==> src/rtl/bldc_pkg.sv <==
// Shared definitions for the BLDC command sequencer: command byte layout,
// drive-code type, motor FSM states and the drive-code helper.
package bldc_pkg;

   localparam int CODE_W   = 3;
   localparam int N_MOTORS = 4;

   localparam int ID_MSB   = 7;
   localparam int ID_LSB   = 6;
   localparam int CODE_MSB = 5;
   localparam int CODE_LSB = 3;
   localparam int MARK_MSB = 2;
   localparam int MARK_LSB = 0;

   localparam logic [2:0] MARKER     = 3'b101;
   localparam logic [7:0] ESTOP_BYTE = 8'h00;

   typedef logic [CODE_W-1:0] code_t;

   typedef enum logic [0:0] {
      RUN   = 1'b0,
      COAST = 1'b1
   } motor_state_e;

   // A code is "off" when its drive level bits are zero; direction is ignored.
   function automatic logic is_off(input code_t code);
      return (code & 3'b011) == 3'b000;
   endfunction

endpackage

==> src/rtl/bldc_cmd_sequencer_if.sv <==
// Received-byte bus from the UART receiver into the command sequencer.
interface bldc_cmd_sequencer_if;

   logic [7:0] rx_data;
   logic       rx_valid;
   logic       rx_err;

   modport master (output rx_data, output rx_valid, output rx_err);
   modport slave  (input  rx_data, input  rx_valid, input  rx_err);

endinterface

==> src/rtl/motor_cmd_seq.sv <==
// One motor's RUN/COAST sequencer: applies codes directly, or forces a
// dead-time coast at 000 before applying a direction-reversing code.
module motor_cmd_seq
   import bldc_pkg::*;
#(
   parameter int unsigned DEAD_CYCLES = 1000
) (
   input  logic  clk,
   input  logic  rst_n,
   input  logic  load,
   input  code_t code,
   input  logic  kill,
   output code_t ui_field,
   output logic  busy
);

   localparam int          DW        = $clog2(DEAD_CYCLES + 1);
   localparam logic [DW-1:0] DEAD_LOAD = DW'(DEAD_CYCLES - 1);

   motor_state_e  state_r;
   code_t         pend_r;
   logic [DW-1:0] timer_r;
   logic          reversal_s;
   code_t         expiry_code_s;

   // Reversal test against the driven code; a command landing on the expiry
   // cycle is the newest target, so it is the one applied.
   always_comb begin
      reversal_s    = !is_off(ui_field) && !is_off(code) &&
                      (ui_field[CODE_W-1] != code[CODE_W-1]);
      expiry_code_s = pend_r;
      if (load) begin
         expiry_code_s = code;
      end else begin
         expiry_code_s = pend_r;
      end
   end

   // Motor FSM, target code and dead-time counter.
   always_ff @(posedge clk or negedge rst_n) begin
      if (!rst_n) begin
         state_r  <= RUN;
         ui_field <= 3'b000;
         pend_r   <= 3'b000;
         timer_r  <= {DW{1'b0}};
         busy     <= 1'b0;
      end else if (kill) begin
         state_r  <= RUN;
         ui_field <= 3'b000;
         pend_r   <= 3'b000;
         timer_r  <= {DW{1'b0}};
         busy     <= 1'b0;
      end else begin
         case (state_r)
            RUN: begin
               if (load) begin
                  pend_r <= code;
                  if (reversal_s) begin
                     ui_field <= 3'b000;
                     timer_r  <= DEAD_LOAD;
                     busy     <= 1'b1;
                     state_r  <= COAST;
                  end else begin
                     ui_field <= code;
                  end
               end
            end
            COAST: begin
               // New commands only retarget the coast; the end time is fixed.
               if (timer_r == {DW{1'b0}}) begin
                  ui_field <= expiry_code_s;
                  pend_r   <= expiry_code_s;
                  busy     <= 1'b0;
                  state_r  <= RUN;
               end else begin
                  timer_r <= timer_r - DW'(1);
                  if (load) begin
                     pend_r <= code;
                  end
               end
            end
            default: begin
               state_r  <= RUN;
               ui_field <= 3'b000;
               pend_r   <= 3'b000;
               timer_r  <= {DW{1'b0}};
               busy     <= 1'b0;
            end
         endcase
      end
   end

endmodule

==> src/rtl/bldc_cmd_sequencer.sv <==
// Decodes UART command bytes into four motor drive codes, with ESTOP,
// a communication watchdog and ack/err pulses.
module bldc_cmd_sequencer
   import bldc_pkg::*;
#(
   parameter int unsigned DEAD_CYCLES    = 1000,
   parameter int unsigned TIMEOUT_CYCLES = 5_000_000
) (
   input  logic                 clk,
   input  logic                 rst_n,
   bldc_cmd_sequencer_if.slave  rx,
   output logic [11:0]          ui,
   output logic [3:0]           busy,
   output logic                 cmd_ack,
   output logic                 cmd_err,
   output logic                 wd_fault
);

   localparam int            WD_W   = $clog2(TIMEOUT_CYCLES + 1);
   localparam logic [WD_W-1:0] WD_MAX = WD_W'(TIMEOUT_CYCLES - 1);

   logic [WD_W-1:0] wd_cnt_r;
   logic            valid_ok_s;
   logic            estop_s;
   logic            cmd_s;
   logic            reject_s;
   logic            accept_s;
   logic            trip_s;
   logic            kill_s;
   code_t           code_s;
   logic [1:0]      id_s;

   // Byte decode; an accepted command in the trip cycle suppresses the trip.
   always_comb begin
      valid_ok_s = rx.rx_valid && !rx.rx_err;
      estop_s    = valid_ok_s && (rx.rx_data == ESTOP_BYTE);
      cmd_s      = valid_ok_s && (rx.rx_data[MARK_MSB:MARK_LSB] == MARKER);
      reject_s   = rx.rx_valid && !estop_s && !cmd_s;
      accept_s   = estop_s || cmd_s;
      trip_s     = (wd_cnt_r == WD_MAX) && !accept_s;
      kill_s     = estop_s || trip_s;
      code_s     = rx.rx_data[CODE_MSB:CODE_LSB];
      id_s       = rx.rx_data[ID_MSB:ID_LSB];
   end

   // Watchdog: cycles since the last accepted byte, saturating once tripped.
   always_ff @(posedge clk or negedge rst_n) begin
      if (!rst_n) begin
         wd_cnt_r <= {WD_W{1'b0}};
      end else if (accept_s) begin
         wd_cnt_r <= {WD_W{1'b0}};
      end else if (wd_cnt_r != WD_MAX) begin
         wd_cnt_r <= wd_cnt_r + WD_W'(1);
      end else begin
         wd_cnt_r <= wd_cnt_r;
      end
   end

   // Ack/err pulses and the sticky watchdog flag.
   always_ff @(posedge clk or negedge rst_n) begin
      if (!rst_n) begin
         cmd_ack  <= 1'b0;
         cmd_err  <= 1'b0;
         wd_fault <= 1'b0;
      end else begin
         cmd_ack <= accept_s;
         cmd_err <= reject_s;
         if (cmd_s) begin
            wd_fault <= 1'b0;
         end else if (trip_s) begin
            wd_fault <= 1'b1;
         end else begin
            wd_fault <= wd_fault;
         end
      end
   end

   for (genvar m = 0; m < N_MOTORS; m++) begin : g_motor
      logic load_s;
      assign load_s = cmd_s && (id_s == 2'(m));

      motor_cmd_seq #(
         .DEAD_CYCLES (DEAD_CYCLES)
      ) u_motor (
         .clk      (clk),
         .rst_n    (rst_n),
         .load     (load_s),
         .code     (code_s),
         .kill     (kill_s),
         .ui_field (ui[CODE_W*m +: CODE_W]),
         .busy     (busy[m])
      );
   end

endmodule

==> src/flat_wrapper.sv <==
// flat-port wrapper written by rule: the top's interface ports become plain ports
module bldc_cmd_sequencer_flat import bldc_pkg::*;
#(
   parameter int unsigned DEAD_CYCLES    = 1000,
   parameter int unsigned TIMEOUT_CYCLES = 5_000_000
)
  (clk, rst_n, ui, busy, cmd_ack, cmd_err, wd_fault, rx_rx_data, rx_rx_valid, rx_rx_err);
  bldc_cmd_sequencer_if rx_i ();
  input  logic clk;
  input  logic rst_n;
  output logic [11:0] ui;
  output logic [3:0] busy;
  output logic cmd_ack;
  output logic cmd_err;
  output logic wd_fault;
  input wire logic [$bits(rx_i.rx_data)-1:0] rx_rx_data;
  input wire logic [$bits(rx_i.rx_valid)-1:0] rx_rx_valid;
  input wire logic [$bits(rx_i.rx_err)-1:0] rx_rx_err;
  assign rx_i.rx_data = rx_rx_data;
  assign rx_i.rx_valid = rx_rx_valid;
  assign rx_i.rx_err = rx_rx_err;
  bldc_cmd_sequencer #(.DEAD_CYCLES(DEAD_CYCLES), .TIMEOUT_CYCLES(TIMEOUT_CYCLES)) u_core (.clk(clk), .rst_n(rst_n), .rx(rx_i), .ui(ui), .busy(busy), .cmd_ack(cmd_ack), .cmd_err(cmd_err), .wd_fault(wd_fault));
endmodule
==> config.mk <==
export PLATFORM = sky130hd
export DESIGN_NAME = bldc_cmd_sequencer_flat
export DESIGN_NICKNAME = d
export VERILOG_FILES = /design/src/rtl/bldc_pkg.sv /design/src/rtl/bldc_cmd_sequencer_if.sv /design/src/rtl/motor_cmd_seq.sv /design/src/rtl/bldc_cmd_sequencer.sv /design/src/flat_wrapper.sv
export SDC_FILE = /design/constraint.sdc
export NUM_CORES = 1
export LEC_CHECK = 0
export BUFFER_PORTS_ARGS = -buffer_cell sky130_fd_sc_hd__clkbuf_2
export CAP_MARGIN = 20
export CORE_MARGIN = 4
export CORE_UTILIZATION = 45
export CTS_CLUSTER_SIZE = 25
export DETAILED_ROUTE_END_ITERATION = 16
export GPL_ROUTABILITY_DRIVEN = 0
export SYNTH_ARGS = -nofsm -noshare
export SYNTH_HDL_FRONTEND = slang
export SYNTH_SLANG_ARGS = --single-unit
==> constraint.sdc <==
create_clock -name clk -period 3 [get_ports clk]
set_input_delay 0.6 -clock clk [delete_from_list [all_inputs] [get_ports clk]]
set_output_delay 0.6 -clock clk [all_outputs]
set_load 0.02 [all_outputs]
Yosys cells after proc, flatten, opt, wreduce, memory -nomap -nowiden
Index checks and enable logic that the tools add are counted.

word-level totals
  register bits after elaboration = 98
  bits of input ports = 12
  output and inout port bits = 19
  logic and storage cells = 205

cells by class
  add/subtract/negate cells = 5
  equality and inequality tests = 26
  muxes and demuxes = 92
  bitwise gates (word level) = 4
  reduce and logical (&&, ||, !) cells = 54

operators by type and width
  operator               number
  $mux 10                16
  $pmux 10 s2            4
  $mux 3                 24
  $mux 23                2
  $logic_not 10->1       4
  $sub 10x1->10 const B  4
  $mux 1                 34
  $ne 3x2->1 const B     8
  $pmux 3 s2             4
  $reduce_and 3->1       8
  $add 23x1->23 const B  1
  $eq 23x23->1 const B   1
  $ne 23x23->1 const B   1
  $logic_and 1x1->1      18
  $ne 3x1->1 const B     6
  $pmux 1 s2             8
  $logic_not 3->1        5
  $logic_not 1->1        9
  $logic_not 8->1        1
  $reduce_and 2->1       4
  $ne 3x3->1 const B     2
  $eq 2x2->1 const B     2
  $ne 1x1->1             4
  $not 1->1              4
  5 further kinds        7

Depth between registers and ports, before layout
Gate-level depths: netlist of run 1.

  depth in word-level cells = 9
  depth in mapped cells = 9
  depth with buffers taken out = 7

By module
A second synthesis of run 1 with hierarchy kept.

unflattened totals
  cells, all modules = 587
  area total of the unflattened synthesis = 5,753.0 um^2

by module, submodules not included
  module                                         times used  cells an instance  area each (um^2)  sequential area each (um^2)
  motor_cmd_seq (u_core.g_motor[0].u_motor ...)  3           106                1,062.3           450.4
  bldc_cmd_sequencer                             1           162                1,506.4           650.6
  motor_cmd_seq (u_core.g_motor[3].u_motor)      1           107                1,059.8           450.4

Worst setup path before layout of run 1
Ideal clock, no wire load.

  path kind = input -> register
  start point = input port rx_rx_err
  end point = register u_core.g_motor[2].u_motor.timer_r[4]
  library setup time = 0.134 ns
  arrival time = 2.381 ns
  required time = 2.866 ns
  slack = 0.486 ns
  stages on the path = 7
  path buffers = 2
  cell sequence = or3b_1 buf_2 or4b_4 buf_6 or3_2 o21ai_0 a21oi_1

between the ends
  longest elaborated chain between the ends = 9
  elaborated cells between the ends (all ways) = 14
  those cells by class = eq/ne: 3; mux: 1; reduce/logical: 10

ends and longest elaborated chain
  what                                                              line                                                text
  from (decl)                                                       flat_wrapper.sv:18                                  input wire logic [$bits(rx_i.rx_err)-1:0] rx_rx_err;
  $logic_not 1->1 (*)                                               bldc_cmd_sequencer.sv:35                            valid_ok_s = rx.rx_valid && !rx.rx_err;
  $logic_and 1x1->1 (*)                                             bldc_cmd_sequencer.sv:35
  $logic_and 1x1->1, on equally long branches                       bldc_cmd_sequencer.sv:36, bldc_cmd_sequencer.sv:37
  $logic_or 1x1->1                                                  bldc_cmd_sequencer.sv:39                            accept_s = estop_s || cmd_s;
  $logic_not 1->1                                                   bldc_cmd_sequencer.sv:40                            trip_s = (wd_cnt_r == WD_MAX) && !accept_s;
  $logic_and 1x1->1                                                 bldc_cmd_sequencer.sv:40
  $logic_or 1x1->1                                                  bldc_cmd_sequencer.sv:41                            kill_s = estop_s || trip_s;
  $ne 3x2->1 (no source line) / $ne 3x1->1 (equally long branches)  --
  $reduce_and 3->1 (no source line)                                 --
  to (signal assigned)                                              motor_cmd_seq.sv:51                                 timer_r <= {DW{1'b0}};
  to (signal assigned)                                              motor_cmd_seq.sv:76                                 timer_r <= timer_r - DW'(1);
  to (signal assigned)                                              motor_cmd_seq.sv:86                                 timer_r <= {DW{1'b0}};
  to (decl)                                                         motor_cmd_seq.sv:22                                 logic [DW-1:0] timer_r;

Mark *: on every way between the ends. The rest lies on a longest branch, timed or not.
A chain may end at the register's enable or synchronous reset.

Final worst setup path of run 1
  start point = register u_core.g_motor[1].u_motor.timer_r[0]
  end point = register u_core.g_motor[1].u_motor.timer_r[1]

between the ends
  longest elaborated chain between the ends = 4
  elaborated cells between the ends (all ways) = 7
  those cells by class = add/sub: 1; eq/ne: 1; mux: 3; reduce/logical: 2

ends and longest elaborated chain
  what                    line                 text
  from (decl)             motor_cmd_seq.sv:22
  from (signal assigned)  motor_cmd_seq.sv:45  timer_r <= {DW{1'b0}};
  from (signal assigned)  motor_cmd_seq.sv:51
  from (signal assigned)  motor_cmd_seq.sv:76
  $sub 10x1->10           motor_cmd_seq.sv:76
  $mux 10                 motor_cmd_seq.sv:70  if (timer_r == {DW{1'b0}}) begin
  $pmux 10 s2             motor_cmd_seq.sv:54  case (state_r)
  $mux 10                 motor_cmd_seq.sv:47  end else if (kill) begin

Several ways; a longest one is shown, not always the timed one. The select of a mux whose other input is x is not followed.

==> impl_metrics.env, run 1 <==
export IMPL_hold_path_class="input pin to async pin"
export IMPL_postLayoutCellArea_um2=5950
export IMPL_worst_setup_hold_path_clk_slew_ns=0.07
export IMPL_synthFlopType="sky130_fd_sc_hd__dfrtp_1"
export IMPL_first_global_vias=4142
export IMPL_synth_compound_gate_area_share=0.177
export IMPL_post_synth_simple_gate_area=0.231
export IMPL_placement_io_buffers=30
export IMPL_dr_pass1_iters=5
export IMPL_syn_mean_instance_area_um2=9.30
export IMPL_num_antenna_cells=0
export IMPL_avgViaCountPerCell=5.94
export IMPL_critical_path_max_stage_delay_ns=0.61
export IMPL_finalWorstPathRequiredPeriod_ns=2.42
export IMPL_clock_sinks=98
export IMPL_gr_usage_all_layers=0.178
export IMPL_synthesis_nets=604
export IMPL_clock_root_buffer="sky130_fd_sc_hd__clkbuf_16"
export IMPL_slew_viol_final=0
export IMPL_synth_seq_area_share=0.452
export IMPL_report_power_total_uw=5000
export IMPL_worstSetupStartpointType="flip-flop"
export IMPL_power_frac_comb=0.299
export IMPL_post_dp_hpwl_mm=8.28
export IMPL_fp_dieH_um=118
export IMPL_ys_async_sr_fraction=1.00
export IMPL_busiest_layer_in_global_routing="met2"
export IMPL_grt_use_met1=0.247
export IMPL_combinational_family_with_the_most_area_after_synthesis="simple AND/OR/NAND/NOR gates"
export IMPL_power_share_switching=0.382
export IMPL_worst_r2r_setup_slack_ns=0.58
export IMPL_post_synth_inst_count=583
export IMPL_final_layout_net_count=618
export IMPL_grt_met2_usage=0.271
export IMPL_area_growth_syn_to_layout_pct=9.64
export IMPL_crit_chain="inv_1 > ha_1 > or4b_2 > o41a_1 > a21o_1 > a311oi_1"
export IMPL_power_density_cells_nw_per_um2=841
export IMPL_drt_wl_total_mm=12.1
export IMPL_outcome="complete, no violations"
export IMPL_tritoncts="done"
export IMPL_worst_endpoint_arrival_ns=2.67
export IMPL_setup_viol=0
export IMPL_most_used_standard_cells_in_the_synthesized_netlist="98 x sky130_fd_sc_hd__dfrtp_1, 74 x sky130_fd_sc_hd__nor2_1, 43 x sky130_fd_sc_hd__nand2_1"
export IMPL_route_detailed_wl_per_inst_um=16.3
export IMPL_max_clock_buf_depth=2
export IMPL_placeableCoreArea_um2=11600
export IMPL_timing_final_crit_share=0.808
export IMPL_global_route_total_overflow=0
export IMPL_synthesis_area_um2=5420
export IMPL_num_rows=39
export IMPL_die_area_um2=13900
export IMPL_yosys_area_share_adder=0.0208
export IMPL_timing_clock_skew_ns=0.0123
export IMPL_cp_max_fo=8
export IMPL_fmaxAchievable_ghz=0.412
export IMPL_clock_insertion_delay_worst_skew_ns=0.36
export IMPL_power_frac_clock=0.235
export IMPL_cts_repair_timing_setup_buffer_count=0
export IMPL_synthXorXnorAreaFrac=0.0436
export IMPL_vias=4427
export IMPL_final_layout_size_suffix_gt1_frac=0.118
export IMPL_design_portCount=31
export IMPL_synth_area_leader_cell="sky130_fd_sc_hd__dfrtp_1"
export IMPL_highest_ir_drop_seen_on_vdd_mv=0.601
export IMPL_grt_setup_unrepaired="false"
export IMPL_synth_distinct_cells=68
export IMPL_finalHoldViolCount=0
export IMPL_max_cap_violations=0
export IMPL_fin_util=0.512
export IMPL_count_of_flip_flops_with_a_built_in_enable_after_synthesis=0
export IMPL_postRouteAntennaNets=0
export IMPL_timing_worst_slew_pin_value_ns=0.784
export IMPL_critical_path_slowest_cell="sky130_fd_sc_hd__or4b_2"
export IMPL_detail_route_drc_violations=0
export IMPL_cts_buffers_inserted=9
export IMPL_placedInstanceArea_um2=5650
export IMPL_p_int_uw=3090
export IMPL_initial_core_util=0.467
export IMPL_synth_top_cells_by_area="sky130_fd_sc_hd__dfrtp_1 45%, sky130_fd_sc_hd__nor2_1 5.1%, sky130_fd_sc_hd__a311oi_1 3.2%"
export IMPL_postCtsResizedCells=0
export IMPL_critPathCaptureType="flip-flop"
export IMPL_grt_met3_usage=0.0572
export IMPL_finalSetupTns_ns=0
export IMPL_chipWidth_um=118
export IMPL_cp_required_ns=3.25
export IMPL_drt_first_iter_violations=311
export IMPL_holdWs_ns=0.228
export IMPL_wire_length_of_the_first_global_routing_pass_mm=20.4
export IMPL_synth_most_common_cell="sky130_fd_sc_hd__dfrtp_1"
export IMPL_synth_warning_count=0
export IMPL_grt_start_max_net_pins=59
export IMPL_slew_headroom=0.470
export IMPL_synth_top_cell_area_share=0.452
export IMPL_cts_hold_buffers_added=0
export IMPL_grt_antenna_before_repair=0
export IMPL_synth_ff_latch_count=98
export IMPL_total_leakage_power_uw=0.00249
export IMPL_clock_tree_htree_level_count=3
export IMPL_total_switching_power_uw=1910
export IMPL_seq_power_share=0.466
export IMPL_synth_mux_area_frac=0.0270
export IMPL_crit_type="flip-flop to flip-flop"
## layout make-up
cell class	instances	area, µm²
clock buffer	11	233
clock inverter	5	63.8
fill	1084	5670
inverter	16	60.1
multi-input combinational	432	2720
sequential	98	2450
tap	143	179
timing repair buffer	40	240
## through the flow
stage / setup WS, ns / instances
6_report: 0.576 / 745
5_1_grt: 0.434 / 745
4_1_cts: 0.563 / 745
3_5_place_dp: 0.299 / 729
3_3_place_gp: 0.361 / 729
2_1_floorplan: 0.486 / 583
## worst max-delay path, delay by kind of cell (launching register included)
kind | cells | cell delay, ns
adder cells (fa/ha/maj) | 1 | 0.18
AO/OA/AOI/OAI | 3 | 1.00
AND/OR/NAND/NOR | 1 | 0.61
buffers and inverters | 1 | 0.10
flip-flops | 1 | 0.42
## flip-flops by register name, indices dropped and copies added (netlist names)
register                         cells
u_core.g_motor.u_motor.ui_field     12
u_core.cmd_ack                       1
u_core.g_motor.u_motor.state_r       4
u_core.wd_cnt_r                     23
u_core.g_motor.u_motor.pend_r       12
u_core.wd_fault                      1
u_core.g_motor.u_motor.busy          4
u_core.cmd_err                       1
u_core.g_motor.u_motor.timer_r      40
## metal layers
metal  up-vias  share of wire  wire (µm)
li1       2180              -          -
met1      2158           0.50       6030
met2        77           0.45       5430
met3        12          0.043        522
met4         0          0.011        129
met5         -              0          0
## worst paths after layout
path,to,depth (start not counted),startpoint
max,u_core.g_motor[1].u_motor.timer_r[1]$_DFFE_PN0P_,6,u_core.g_motor[1].u_motor.timer_r[0]$_DFFE_PN0P_
min,u_core.wd_cnt_r[15]$_DFFE_PN0N_,1,rst_n
max reg2reg,u_core.g_motor[1].u_motor.timer_r[1]$_DFFE_PN0P_,6,u_core.g_motor[1].u_motor.timer_r[0]$_DFFE_PN0P_
min reg2reg,u_core.g_motor[1].u_motor.timer_r[6]$_DFFE_PN0P_,1,u_core.g_motor[1].u_motor.timer_r[6]$_DFFE_PN0P_
max in group asynchronous,u_core.g_motor[3].u_motor.timer_r[6]$_DFFE_PN0P_,2,rst_n
min in group clk,u_core.cmd_err$_DFF_PN0_,2,rx_rx_valid
## placed cells by master (no fill, tap or decap), types with 11 or more instances in the layout
master | Yosys | layout
sky130_fd_sc_hd__nor2_1 | 74 | 73
sky130_fd_sc_hd__xnor2_1 | 16 | 16
sky130_fd_sc_hd__nor3_1 | 26 | 26
sky130_fd_sc_hd__inv_1 | 16 | 16
sky130_fd_sc_hd__clkbuf_2 | 0 | 29
sky130_fd_sc_hd__a21oi_1 | 30 | 30
sky130_fd_sc_hd__nand2_1 | 43 | 43
sky130_fd_sc_hd__a311oi_1 | 20 | 20
sky130_fd_sc_hd__xor2_1 | 11 | 11
sky130_fd_sc_hd__nand4_1 | 11 | 11
sky130_fd_sc_hd__o21ai_0 | 21 | 21
sky130_fd_sc_hd__nor4_1 | 13 | 13
sky130_fd_sc_hd__nand3_1 | 16 | 16
sky130_fd_sc_hd__dfrtp_1 | 98 | 98
sky130_fd_sc_hd__a31oi_1 | 11 | 11
## power by group through the flow
stage | sequential [µW] | clock [µW] | combinational (µW)
2_1_floorplan | 2230 | 0 | 1160
5_1_grt | 2410 | 1260 | 1700
3_5_place_dp | 2340 | 0 | 1500
6_report | 2330 | 1180 | 1500
3_3_place_gp | 2320 | 0 | 1450
4_1_cts | 2320 | 1220 | 1510
## cells by family after synthesis
kind of cell,count (synthesis)
adder cells (fa/ha/maj),9
flip-flops,98
buffers and inverters,53
AND/OR/NAND/NOR,245
AO/OA/AOI/OAI,137
multiplexers,14
XOR/XNOR,27
(Power assumes the default switching activity.)
==> run 2: changes to the inputs <==
==> constraint.sdc (replaced) <==
create_clock -name clk -period 2 [get_ports clk]
set_input_delay 0.4 -clock clk [delete_from_list [all_inputs] [get_ports clk]]
set_output_delay 0.4 -clock clk [all_outputs]
set_load 0.02 [all_outputs]
==> run 2 against run 1 <==
  * The run now ends with setup timing left
  * Routed wire length up 10%
  * Total power up 68%
  * First-iteration DRC count down 14%
  * Critical path depth unchanged
  * Sequential cell count unchanged
  * Clock-buffer cell count up 3
  * Highest routed layer unchanged
  * Die area unchanged
  * Maximum frequency up 17%
  * Largest cell class unchanged
  * Via count up 8.6%
  * Worst setup slack worse by 0.64 ns
  * Largest power group unchanged
  * Sequential share of layout area down 5.4 points
  * Worst hold slack worse by 0.17 ns
==> impl_metrics.env, run 2 (synthesis gave the netlist of run 1 again) <==
export IMPL_clock_sinks=98
export IMPL_num_rows=39
export IMPL_timing_final_crit_share=1.03
export IMPL_finalSetupTns_ns=-0.429
export IMPL_most_common_layout_cells="97 x sky130_fd_sc_hd__dfrtp_1, 82 x sky130_fd_sc_hd__buf_4, 72 x sky130_fd_sc_hd__nor2_1"
export IMPL_critPathCaptureType="flip-flop"
export IMPL_fp_dieH_um=118
export IMPL_first_global_vias=4733
export IMPL_postRouteAntennaNets=0
export IMPL_vias=4807
export IMPL_critical_path_max_stage_delay_ns=0.47
export IMPL_cts_buffers_inserted=9
export IMPL_grt_use_met1=0.266
export IMPL_tritoncts="done"
export IMPL_grt_met2_usage=0.310
export IMPL_top_regs="u_core.g_motor.u_motor.timer_r x40, u_core.wd_cnt_r x23"
export IMPL_grt_antenna_before_repair=0
export IMPL_power_density_cells_nw_per_um2=1220
export IMPL_timing_worst_slew_pin_value_ns=0.613
export IMPL_grt_met3_usage=0.0259
export IMPL_avgViaCountPerCell=5.81
export IMPL_final_layout_net_count=700
export IMPL_num_antenna_cells=0
export IMPL_cp_required_ns=2.24
export IMPL_critical_path_slowest_cell="sky130_fd_sc_hd__or4b_4"
export IMPL_outcome="finished, violations left"
export IMPL_placement_io_buffers=30
export IMPL_placedInstanceArea_um2=6290
export IMPL_final_critical_path_setup_slack_ns=-0.0636
export IMPL_worstSetupStartpointType="flip-flop"
export IMPL_chipWidth_um=118
export IMPL_design_portCount=31
export IMPL_placeableCoreArea_um2=11600
export IMPL_final_layout_size_suffix_gt1_frac=0.276
export IMPL_cp_max_fo=8
export IMPL_final_instance_count_excl_fill=827
export IMPL_drt_wl_total_mm=13.4
export IMPL_detail_route_drc_violations=0
export IMPL_crit_type="flip-flop to flip-flop"
export IMPL_grt_setup_unrepaired="true"
export IMPL_post_dp_hpwl_mm=9.23
export IMPL_max_cap_violations=0
export IMPL_wire_length_of_the_first_global_routing_pass_mm=22.5
export IMPL_crit_chain="inv_2 > ha_4 > or4b_4 > o41a_1 > a21o_4 > a311oi_2"
export IMPL_top_register="u_core.g_motor.u_motor.timer_r"
export IMPL_grt_start_max_net_pins=45
export IMPL_largest_reg_flops=40
export IMPL_layout_cells_most_common="sky130_fd_sc_hd__dfrtp_1"
export IMPL_dr_pass1_iters=5
export IMPL_drt_first_iter_violations=268
export IMPL_clock_tree_htree_level_count=3
export IMPL_busiest_layer_in_global_routing="met2"
export IMPL_initial_core_util=0.467
export IMPL_worst_endpoint_arrival_ns=2.30
export IMPL_highest_ir_drop_seen_on_vdd_mv=0.791
export IMPL_fmaxAchievable_ghz=0.485
export IMPL_route_detailed_wl_per_inst_um=16.1
export IMPL_finalHoldViolCount=0
export IMPL_max_clock_buf_depth=2
export IMPL_postLayoutCellArea_um2=6850
export IMPL_place_inst=800
export IMPL_clock_root_buffer="sky130_fd_sc_hd__clkbuf_16"
export IMPL_worst_setup_hold_path_clk_slew_ns=0.06
export IMPL_total_leakage_power_uw=0.00299
export IMPL_timing_clock_skew_ns=0.00480
export IMPL_hold_path_class="input pin to async pin"
export IMPL_gr_usage_all_layers=0.194
export IMPL_clock_insertion_delay_worst_skew_ns=0.34
export IMPL_setup_viol=10
export IMPL_slew_headroom=0.592
export IMPL_failed_checks="setup timing"
export IMPL_fin_util=0.590
export IMPL_global_route_total_overflow=0
export IMPL_slew_viol_final=0
export IMPL_finalWorstPathRequiredPeriod_ns=2.06
export IMPL_die_area_um2=13900
export IMPL_area_growth_syn_to_layout_pct=26.4
[run 2: cell count changes in the layout (fill, tap and decap cells not counted), moves of 4 or more]
cell | before | now
sky130_fd_sc_hd__a221oi_2 | 0 | 6
sky130_fd_sc_hd__a21oi_2 | 1 | 8
sky130_fd_sc_hd__buf_4 | 10 | 82
sky130_fd_sc_hd__o21ai_2 | 0 | 4
sky130_fd_sc_hd__a311oi_2 | 0 | 4
sky130_fd_sc_hd__o21ai_1 | 2 | 6
sky130_fd_sc_hd__buf_6 | 0 | 6
sky130_fd_sc_hd__o21ai_0 | 21 | 13
sky130_fd_sc_hd__a221oi_1 | 6 | 0
sky130_fd_sc_hd__a311oi_1 | 20 | 16
sky130_fd_sc_hd__a21oi_1 | 30 | 23
[run 2: worst paths after layout]
check	startpoint	endpoint	slack, ns	depth (start not counted)
max in group asynchronous	rst_n	u_core.g_motor[3].u_motor.pend_r[2]$_DFF_PN0_	1.24	2
setup reg to reg	u_core.g_motor[1].u_motor.timer_r[0]$_DFFE_PN0P_	u_core.g_motor[1].u_motor.timer_r[4]$_DFFE_PN0P_	-0.06	6
hold reg to reg	u_core.g_motor[2].u_motor.timer_r[7]$_DFFE_PN0P_	u_core.g_motor[2].u_motor.timer_r[7]$_DFFE_PN0P_	0.51	1
setup / recovery	u_core.g_motor[1].u_motor.timer_r[0]$_DFFE_PN0P_	u_core.g_motor[1].u_motor.timer_r[4]$_DFFE_PN0P_	-0.06	6
hold / removal	rst_n	u_core.wd_cnt_r[10]$_DFFE_PN0N_	0.06	1
min in group clk	rx_rx_valid	u_core.cmd_err$_DFF_PN0_	0.30	2
[run 2: worst max-delay path, delay by kind of cell (launching register included)]
kind	cells	cell delay [ns]
flip-flops	1	0.39
AND/OR/NAND/NOR	1	0.47
buffers and inverters	1	0.08
adder cells (fa/ha/maj)	1	0.13
AO/OA/AOI/OAI	3	0.88
[run 2: report_power, final]
part           total (µW)  leakage (µW)  switching [µW]  internal (µW)
combinational        3210       0.00164            1700           1500
clock                1850      0.000151             720           1130
sequential           3320       0.00120             661           2660
[run 2: timing repair]
item	CTS	global route
gates resized for setup	17	28
pin swaps	7	6
buffers inserted	5	5
setup endpoints to repair	23	50
hold buffers	0	0
gates cloned	0	2
[run 2: metal layers]
layer / part of all wire / wire length (µm)
met1: 0.49 / 6490
met2: 0.46 / 6140
met3: 0.032 / 427
met4: 0.022 / 290
met5: 0 / 0
[run 2: layout make-up]
cell class	instances	area [µm²]
tap	143	179
multi-input combinational	432	2950
clock inverter	2	60.1
timing repair buffer	122	898
clock buffer	14	254
fill	1010	4760
inverter	16	60.1
sequential	98	2450
[run 2: through the flow]
stage	total power (µW)	hold WS [ns]	setup WS, ns
after global placement	6060	0.448	-0.225
after CTS	8290	0.0783	-0.0565
final	8380	0.0562	-0.0636
after floorplan	5130	0.104	-0.234
after detailed placement	6190	0.453	-0.272
after global routing	8980	0.111	-0.158
